File: config.mk
export PLATFORM = sky130hd
export DESIGN_NAME = alu_issue
export DESIGN_NICKNAME = d
export VERILOG_FILES = /design/src/rtl/alu_issue.sv
export SDC_FILE = /design/constraint.sdc
export NUM_CORES = 1
export LEC_CHECK = 0
export CELL_PAD_IN_SITES_DETAIL_PLACEMENT = 0
export CELL_PAD_IN_SITES_GLOBAL_PLACEMENT = 1
export CORE_UTILIZATION = 28
export CTS_CLUSTER_DIAMETER = 50
export CTS_CLUSTER_SIZE = 24
export DETAILED_ROUTE_END_ITERATION = 16
export GPL_ROUTABILITY_DRIVEN = 0
export PLACE_DENSITY_LB_ADDON = 0.3
export SLEW_MARGIN = 20
export SYNTH_ARGS = -nofsm -noshare
export SYNTH_HDL_FRONTEND = slang
export SYNTH_SLANG_ARGS = --single-unit
File: constraint.sdc
create_clock -name clock -period 2.5 [get_ports clock]
set_input_delay 0.375 -clock clock [delete_from_list [all_inputs] [get_ports clock]]
set_output_delay 0.375 -clock clock [all_outputs]
set_load 0.01 [all_outputs]
File: src/rtl/alu_issue.sv
// Single-issue MIPS ALU front end: decodes one instruction, drives the ALU,
// and holds the captured result until the writeback consumer takes it.
module alu_issue (
  input  logic        clock,
  input  logic        reset_n,
  input  logic        instr_valid,
  output logic        instr_ready,
  input  logic [31:0] instr,
  input  logic [31:0] rs_data,
  input  logic [31:0] rt_data,
  output logic [31:0] alu_rs,
  output logic [31:0] alu_rt,
  output logic [3:0]  alu_op,
  output logic [4:0]  alu_shamt,
  input  logic [31:0] alu_result,
  input  logic        alu_zero,
  output logic        res_valid,
  input  logic        res_ready,
  output logic [31:0] res_data,
  output logic [4:0]  res_rd,
  output logic        res_we,
  output logic        branch_taken,
  output logic        illegal
);

  typedef enum logic [1:0] {
    IDLE = 2'd0,
    EXEC = 2'd1,
    RESP = 2'd2
  } state_t;

  state_t      state_q, state_d;
  logic [31:0] alu_rs_q, alu_rs_d;
  logic [31:0] alu_rt_q, alu_rt_d;
  logic [3:0]  alu_op_q, alu_op_d;
  logic [4:0]  shamt_q, shamt_d;
  logic        valid_q, valid_d;
  logic [31:0] data_q, data_d;
  logic [4:0]  rd_q, rd_d;
  logic        we_q, we_d;
  logic        taken_q, taken_d;
  logic        ill_q, ill_d;
  logic        beq_q, beq_d;

  logic [5:0]  opcode;
  logic [5:0]  funct;
  logic [31:0] dec_rs, dec_rt;
  logic [3:0]  dec_op;
  logic [4:0]  dec_sh, dec_rd;
  logic        dec_ill, dec_beq;
  logic        unused_zero;

  assign unused_zero = alu_zero;
  assign opcode      = instr[31:26];
  assign funct       = instr[5:0];
  assign instr_ready = (state_q == IDLE) && reset_n;

  always_comb begin
    dec_op  = 4'd0;
    dec_rs  = '0;
    dec_rt  = '0;
    dec_sh  = '0;
    dec_rd  = '0;
    dec_ill = 1'b1;
    dec_beq = 1'b0;
    unique case (1'b1)
      opcode == 6'b000000: begin
        case (funct)
          6'b100000: dec_op = 4'd1;
          6'b100010: dec_op = 4'd2;
          6'b100100: dec_op = 4'd3;
          6'b100101: dec_op = 4'd4;
          6'b100111: dec_op = 4'd5;
          6'b101010: dec_op = 4'd6;
          6'b000000: dec_op = 4'd7;
          6'b000010: dec_op = 4'd8;
          6'b000011: dec_op = 4'd9;
          default:   dec_op = 4'd0;
        endcase
        if (dec_op != 4'd0) begin
          dec_ill = 1'b0;
          dec_rs  = rs_data;
          dec_rt  = rt_data;
          dec_rd  = instr[15:11];
          if (dec_op >= 4'd7)
            dec_sh = instr[10:6];
        end
      end
      opcode == 6'b001000: begin
        dec_op  = 4'd1;
        dec_ill = 1'b0;
        dec_rs  = rs_data;
        dec_rt  = {{16{instr[15]}}, instr[15:0]};
        dec_rd  = instr[20:16];
      end
      opcode == 6'b000100: begin
        dec_op  = 4'd2;
        dec_ill = 1'b0;
        dec_beq = 1'b1;
        dec_rs  = rs_data;
        dec_rt  = rt_data;
      end
      default: ;
    endcase
  end

  always_comb begin
    state_d  = state_q;
    alu_rs_d = alu_rs_q;
    alu_rt_d = alu_rt_q;
    alu_op_d = alu_op_q;
    shamt_d  = shamt_q;
    valid_d  = valid_q;
    data_d   = data_q;
    rd_d     = rd_q;
    we_d     = we_q;
    taken_d  = taken_q;
    ill_d    = ill_q;
    beq_d    = beq_q;
    unique case (state_q)
      IDLE: begin
        if (instr_valid) begin
          alu_rs_d = dec_rs;
          alu_rt_d = dec_rt;
          alu_op_d = dec_op;
          shamt_d  = dec_sh;
          rd_d     = dec_rd;
          we_d     = !dec_ill && !dec_beq && (dec_rd != 5'd0);
          ill_d    = dec_ill;
          beq_d    = dec_beq;
          state_d  = EXEC;
        end
      end
      EXEC: begin
        // Illegal ops never trust the ALU output.
        data_d  = ill_q ? '0 : alu_result;
        taken_d = beq_q && (alu_result == '0);
        valid_d = 1'b1;
        state_d = RESP;
      end
      RESP: begin
        if (res_ready) begin
          valid_d  = 1'b0;
          we_d     = 1'b0;
          taken_d  = 1'b0;
          alu_op_d = 4'd0;
          state_d  = IDLE;
        end
      end
      default: state_d = IDLE;
    endcase
  end

  always_ff @(posedge clock) begin
    if (!reset_n) begin
      state_q  <= IDLE;
      alu_rs_q <= '0;
      alu_rt_q <= '0;
      alu_op_q <= '0;
      shamt_q  <= '0;
      valid_q  <= 1'b0;
      data_q   <= '0;
      rd_q     <= '0;
      we_q     <= 1'b0;
      taken_q  <= 1'b0;
      ill_q    <= 1'b0;
      beq_q    <= 1'b0;
    end else begin
      state_q  <= state_d;
      alu_rs_q <= alu_rs_d;
      alu_rt_q <= alu_rt_d;
      alu_op_q <= alu_op_d;
      shamt_q  <= shamt_d;
      valid_q  <= valid_d;
      data_q   <= data_d;
      rd_q     <= rd_d;
      we_q     <= we_d;
      taken_q  <= taken_d;
      ill_q    <= ill_d;
      beq_q    <= beq_d;
    end
  end

  assign alu_rs       = alu_rs_q;
  assign alu_rt       = alu_rt_q;
  assign alu_op       = alu_op_q;
  assign alu_shamt    = shamt_q;
  assign res_valid    = valid_q;
  assign res_data     = data_q;
  assign res_rd       = rd_q;
  assign res_we       = we_q;
  assign branch_taken = taken_q;
  assign illegal      = ill_q;

endmodule

; ---- Word level (Yosys, flattened, before mapping)
; Cells that the tools add are included.
[word_totals]
romBits = 0
ramBits = 0
register_bits = 117
mem_count = 0
input_bits = 133
latch_bits = 0
[classes]
n_div = 0
mul = 0
bitwise = 0
muxes = 27
magnitude_cmp = 1
eq_ne = 14
addsub = 0
shift = 0
n_reduce_logical = 19
[ops]
columns = op, n
row1 = 32-bit two-way mux, 3
row2 = 32-bit one-hot mux with 3 select lines, 1
row3 = 32-bit one-hot mux with 2 select lines, 1
row4 = 6-bit equality test (second input constant), 6
row5 = 4-bit one-hot mux with 9 select lines, 1
row6 = 32-bit logical NOT, 1
row7 = 5-bit two-way mux, 4
row8 = 6-bit by 2-bit equality test with 1-bit output (second input constant), 2
row9 = 6-bit logical NOT, 2
row10 = 4-bit two-way mux, 3
row11 = 4-bit one-hot mux with 3 select lines, 1
row12 = 5-bit one-hot mux with 2 select lines, 1
row13 = 1-bit one-hot mux with 2 select lines, 4
row14 = 4-bit one-hot mux with 2 select lines, 1
row15 = 6-bit by 3-bit equality test with 1-bit output (second input constant), 1
row16 = 6-bit by 4-bit equality test with 1-bit output (second input constant), 1
row17 = 2-bit one-hot mux with 3 select lines, 1
row18 = 2-bit AND reduction, 3
row19 = 5-bit nonzero test, 1
row20 = 4-bit by 3-bit >= comparator with 1-bit output (second input constant), 1
row21 = 1-bit logical AND, 4
row22 = 1-bit two-way mux, 4
row23 = 2-bit two-way mux, 2
row24 = 2-bit inequality test (second input constant), 2
row25 = 8 further kinds, 10

; ---- Longest topological paths before layout
[depth]
word_depth = 11
ltp_mapped = 8
depth_no_buf = 5

; ---- Worst setup path before layout
; OpenSTA, ideal clock, no wires.
[synth_path]
path_type = input to register
startpoint = input port instr[0]
endpoint = register alu_rt_q[19] (netlist: alu_rt[19])
arrival_time_ns = 2.049
n_path_buf = 2
setup_slack_ns = 0.394
setup_ns = 0.057
stages = 7
path_cell_list = buf_6 -> or4b_4 -> and2_4 -> and3_4 -> a2111oi_4 -> buf_6 -> a221o_2
[synth_via]
elab_chain_len = 6
elab_cells_between_ends = 14
[synth_lines]
columns = item, line_no
row1 = "start, declared", 8  ; input logic [31:0] instr,
row2 = "6-bit by 2-bit equality test with 1-bit output, or another cell as far along", 68  ; case (funct)
row3 = 4-bit one-hot mux with 9 select lines (*), 68
row4 = 4-bit two-way mux (*), 66  ; unique case (1'b1)
row5 = 4-bit nonzero test (*), 80  ; if (dec_op != 4'd0) begin
row6 = 32-bit two-way mux (*), 80
row7 = 32-bit one-hot mux with 3 select lines (*), 66
row8 = "end signal, assigned", 171  ; alu_rt_q <= alu_rt_d;
row9 = "end, declared", 34  ; logic [31:0] alu_rt_q, alu_rt_d;
; Mark *: on every way between the ends. The rest lies on a longest branch, timed or not. The select of a mux whose other input is x is not followed.
; A chain may end at the register's enable or synchronous reset.

; ---- Worst setup path in the final report
[layout_path]
startpoint = input port instr[31]
endpoint = register alu_rt_q[18] (netlist: alu_rt[18])
[layout_via]
elab_chain_len = 2
elab_cells_between_ends = 4
[layout_lines]
columns = item, line_no
row1 = "6-bit by 3-bit equality test with 1-bit output, or another cell as far along", 96  ; opcode == 6'b000100: begin
row2 = 32-bit one-hot mux with 3 select lines (*), 66
; Mark *: on every way between the ends. The rest lies on a longest branch, timed or not.

==> impl_metrics.toml <==
[status]
status = "complete, no violations"

[timing]
timing.fmax_mhz = 469
fin_crit_sh_pct = 85.2
tightestPinTransition_ps = 624
slew_viol_final = 0
rsz0062_at_grt = "no"
setup_viol_count_final = 0
hold_violations = 0
finalCriticalPeriod_ps = 2130
finalHoldWorstSlack_ps = 461
fin_skew_ps = 8.83
slew_headroom_pct = 58.4

[clocking]
cts_root_buf = "clkbuf_16"
cts_setup_buffers = 0
clkTransAtPathRegs_ps = 50
clock_path_buffers = 2
cts_buffers = 17
cts.sinks = 117
htreeDepth = 4
cts-resized-gates = 0
clock_latency_ps = 410
cts_tree = "built"
cts_hold_buf = 0

[detailed_routing]
via_per_inst = 4.85
drtIter0Drc = 203
num_vias = 4474
wl_per_cell_um = 16.8
drtAntennaViolNets = 0
first_pass_iters = 4
wl_um = 15500
route.detailed.drc = 0

[synthesis]
synth_warnings = 0
synth-edff-count = 0
synth_area_um2 = 4640
synthFlopType = "dfxtp_1"
ys_top_cells_by_area = "dfxtp_1 (50%), a22o_1 (10%), a21boi_0 (5.7%)"
synthCells = 451
synth.distinct_cells = 49
synth_fp_nets = 584
async_flop_share_pct = 0
seq_area_frac_synth_pct = 50.5
syn_avg_cell_area_um2 = 10.3
synth_area_leader_cell = "dfxtp_1"
synth_top_area_share_pct = 50.5
synth_seq_cells = 117

[critical_path]
cp_slowest_stage_delay_ps = 590
cp_num_buf_inv = 2
crit_chain = "clkdlybuf4s50_1 > nor4_1 > buf_4 > and3_1 > and3_1 > a221o_2"
criticalPathCategory = "input pin to register"
crit_path_frequent_cell = "and3_1"
cp_top_family = "simple AND/OR/NAND/NOR gates"
crit_path_top_delay_cell = "and3_1"
startpoint_type = "input pin"
cp.required_ps = 2840
crit_arrival_ps = 2480
crit_fanout = 17
worstSetupEndpointType = "register"

[power]
peakVddDrop_mv = 0.440
finalPower_mw = 5.02
p_leak_nw = 3.02
p_per_area_nw_per_um2 = 630

[finish]
fin_util_pct = 49.6
area_growth_syn_to_layout_pct = 71.7
fin_nets = 826
layout-drive-gt1-share_pct = 12.3
n_antenna_cell = 0

[floorplanning]
ios = 248
core_area_um2 = 16100
rows = 46
die_area_um2 = 17100
die_x_um = 131
die_height_um = 131
start_util_pct = 28.9

[hold_path]
hold_class = "register to register"

[global_route]
grt.total_usage_pct = 17.8
grt_pass1_vias = 4313
grt_max_degree = 47
grt_antenna_before_repair = 0
grt-ovfl-total = 0
grt_first_pass_wirelength_um = 23000

[run]
drv_cap = 0

[placed_design]
portBuffers = 241
hpwlAfterDp_um = 11300
==> flip-flops by register name, indices dropped and copies added, names as in the netlist, 2 cells and up <==
name,flops
alu_op,4
alu_rt,32
alu_shamt,5
res_data,32
res_rd,5
state_q,2
alu_rs,32
==> layout by cell type (no fill, tap or decap), types with 3 or more instances in the layout <==
cell type | Yosys | routed
nand3b_1 | 32 | 32
nor3_1 | 7 | 7
a22o_1 | 54 | 54
buf_12 | 0 | 4
a31o_2 | 4 | 4
o21ai_0 | 6 | 6
bufinv_16 | 0 | 3
nor2_1 | 11 | 10
inv_1 | 4 | 4
a21oi_1 | 5 | 5
a221o_2 | 17 | 17
and3_1 | 6 | 6
nand3_1 | 4 | 4
a21o_1 | 16 | 16
nor4_1 | 9 | 9
clkbuf_16 | 0 | 17
nor2b_1 | 4 | 3
buf_4 | 3 | 19
clkdlybuf4s50_1 | 0 | 241
a21boi_0 | 35 | 35
dfxtp_1 | 117 | 117
inv_6 | 0 | 5
nand2_1 | 41 | 41
==> worst min-delay path: stages, from the launching register on <==
cell and delay (ps):
dfxtp_1 310, nand2_1 50, a21boi_0 60
==> area by class of cell <==
type | count | area, um2
Fill cell | 1440 | 8090
Timing Repair Buffer | 264 | 2640
Clock inverter | 13 | 169
Inverter | 4 | 15.0
Tap cell | 216 | 270
Clock buffer | 19 | 453
Multi-Input combinational cell | 289 | 2080
Sequential cell | 117 | 2340
==> path summary, 6_finish.rpt <==
path | startpoint | end | slack (ps) | depth (start not counted)
worst min register to register | res_data[25]$_SDFFE_PN0P_ | res_data[25]$_SDFFE_PN0P_ | 460 | 2
worst max-delay path | instr[31] | alu_rt[18]$_SDFFE_PN0P_ | 370 | 6
worst min-delay path | res_data[25]$_SDFFE_PN0P_ | res_data[25]$_SDFFE_PN0P_ | 460 | 2
worst max register to register | state_q[0]$_SDFFE_PN0P_ | alu_rt[0]$_SDFFE_PN0P_ | 510 | 5
==> synthesized netlist by cell type (6+ instances only) <==
cell,count
a22o_1,54
buf_2,9
o21ai_0,6
a21o_1,16
nand2_1,41
a221o_2,17
and3_1,6
nor2_1,11
nand3b_1,32
dfxtp_1,117
nor3_1,7
clkbuf_1,23
nor4_1,9
a21boi_0,35
==> per-layer routing <==
layer  share of wire, %  vias to the layer above  track usage, %
li1                   -                     2183               -
met1                 42                     2127            20.7
met2                 48                      155            29.3
met3                8.6                        9            8.10
met4               0.94                        0            5.27
met5                  0                        -               0
==> where the power goes <==
group	switching, mW	internal [mW]
Sequential	0.0232	1.90
Clock	0.915	1.64
Combinational	0.219	0.324
Total	1.16	3.86
==> logic make-up (layout without fill, tap and decap cells) <==
kind of cell	after synthesis	in the layout	synth area share [%]
AO/OA/AOI/OAI	154	154	28.0
XOR/XNOR	1	1	0.189
buffers and inverters	45	300	4.77
flip-flops	117	117	50.5
multiplexers	1	1	0.216
AND/OR/NAND/NOR	133	133	16.4
==> per-stage QoR <==
step	area [um2]	cells	TNS, ps	setup slack [ps]
after floorplan	4640	451	0	394
final	7970	922	0	369
after CTS	7970	922	0	373
after global routing	7970	922	0	292
after global placement	7350	890	-878	-54.7
after detailed placement	7350	890	-950	-61.8
No activity file was read; power rests on OpenSTA's default activity.
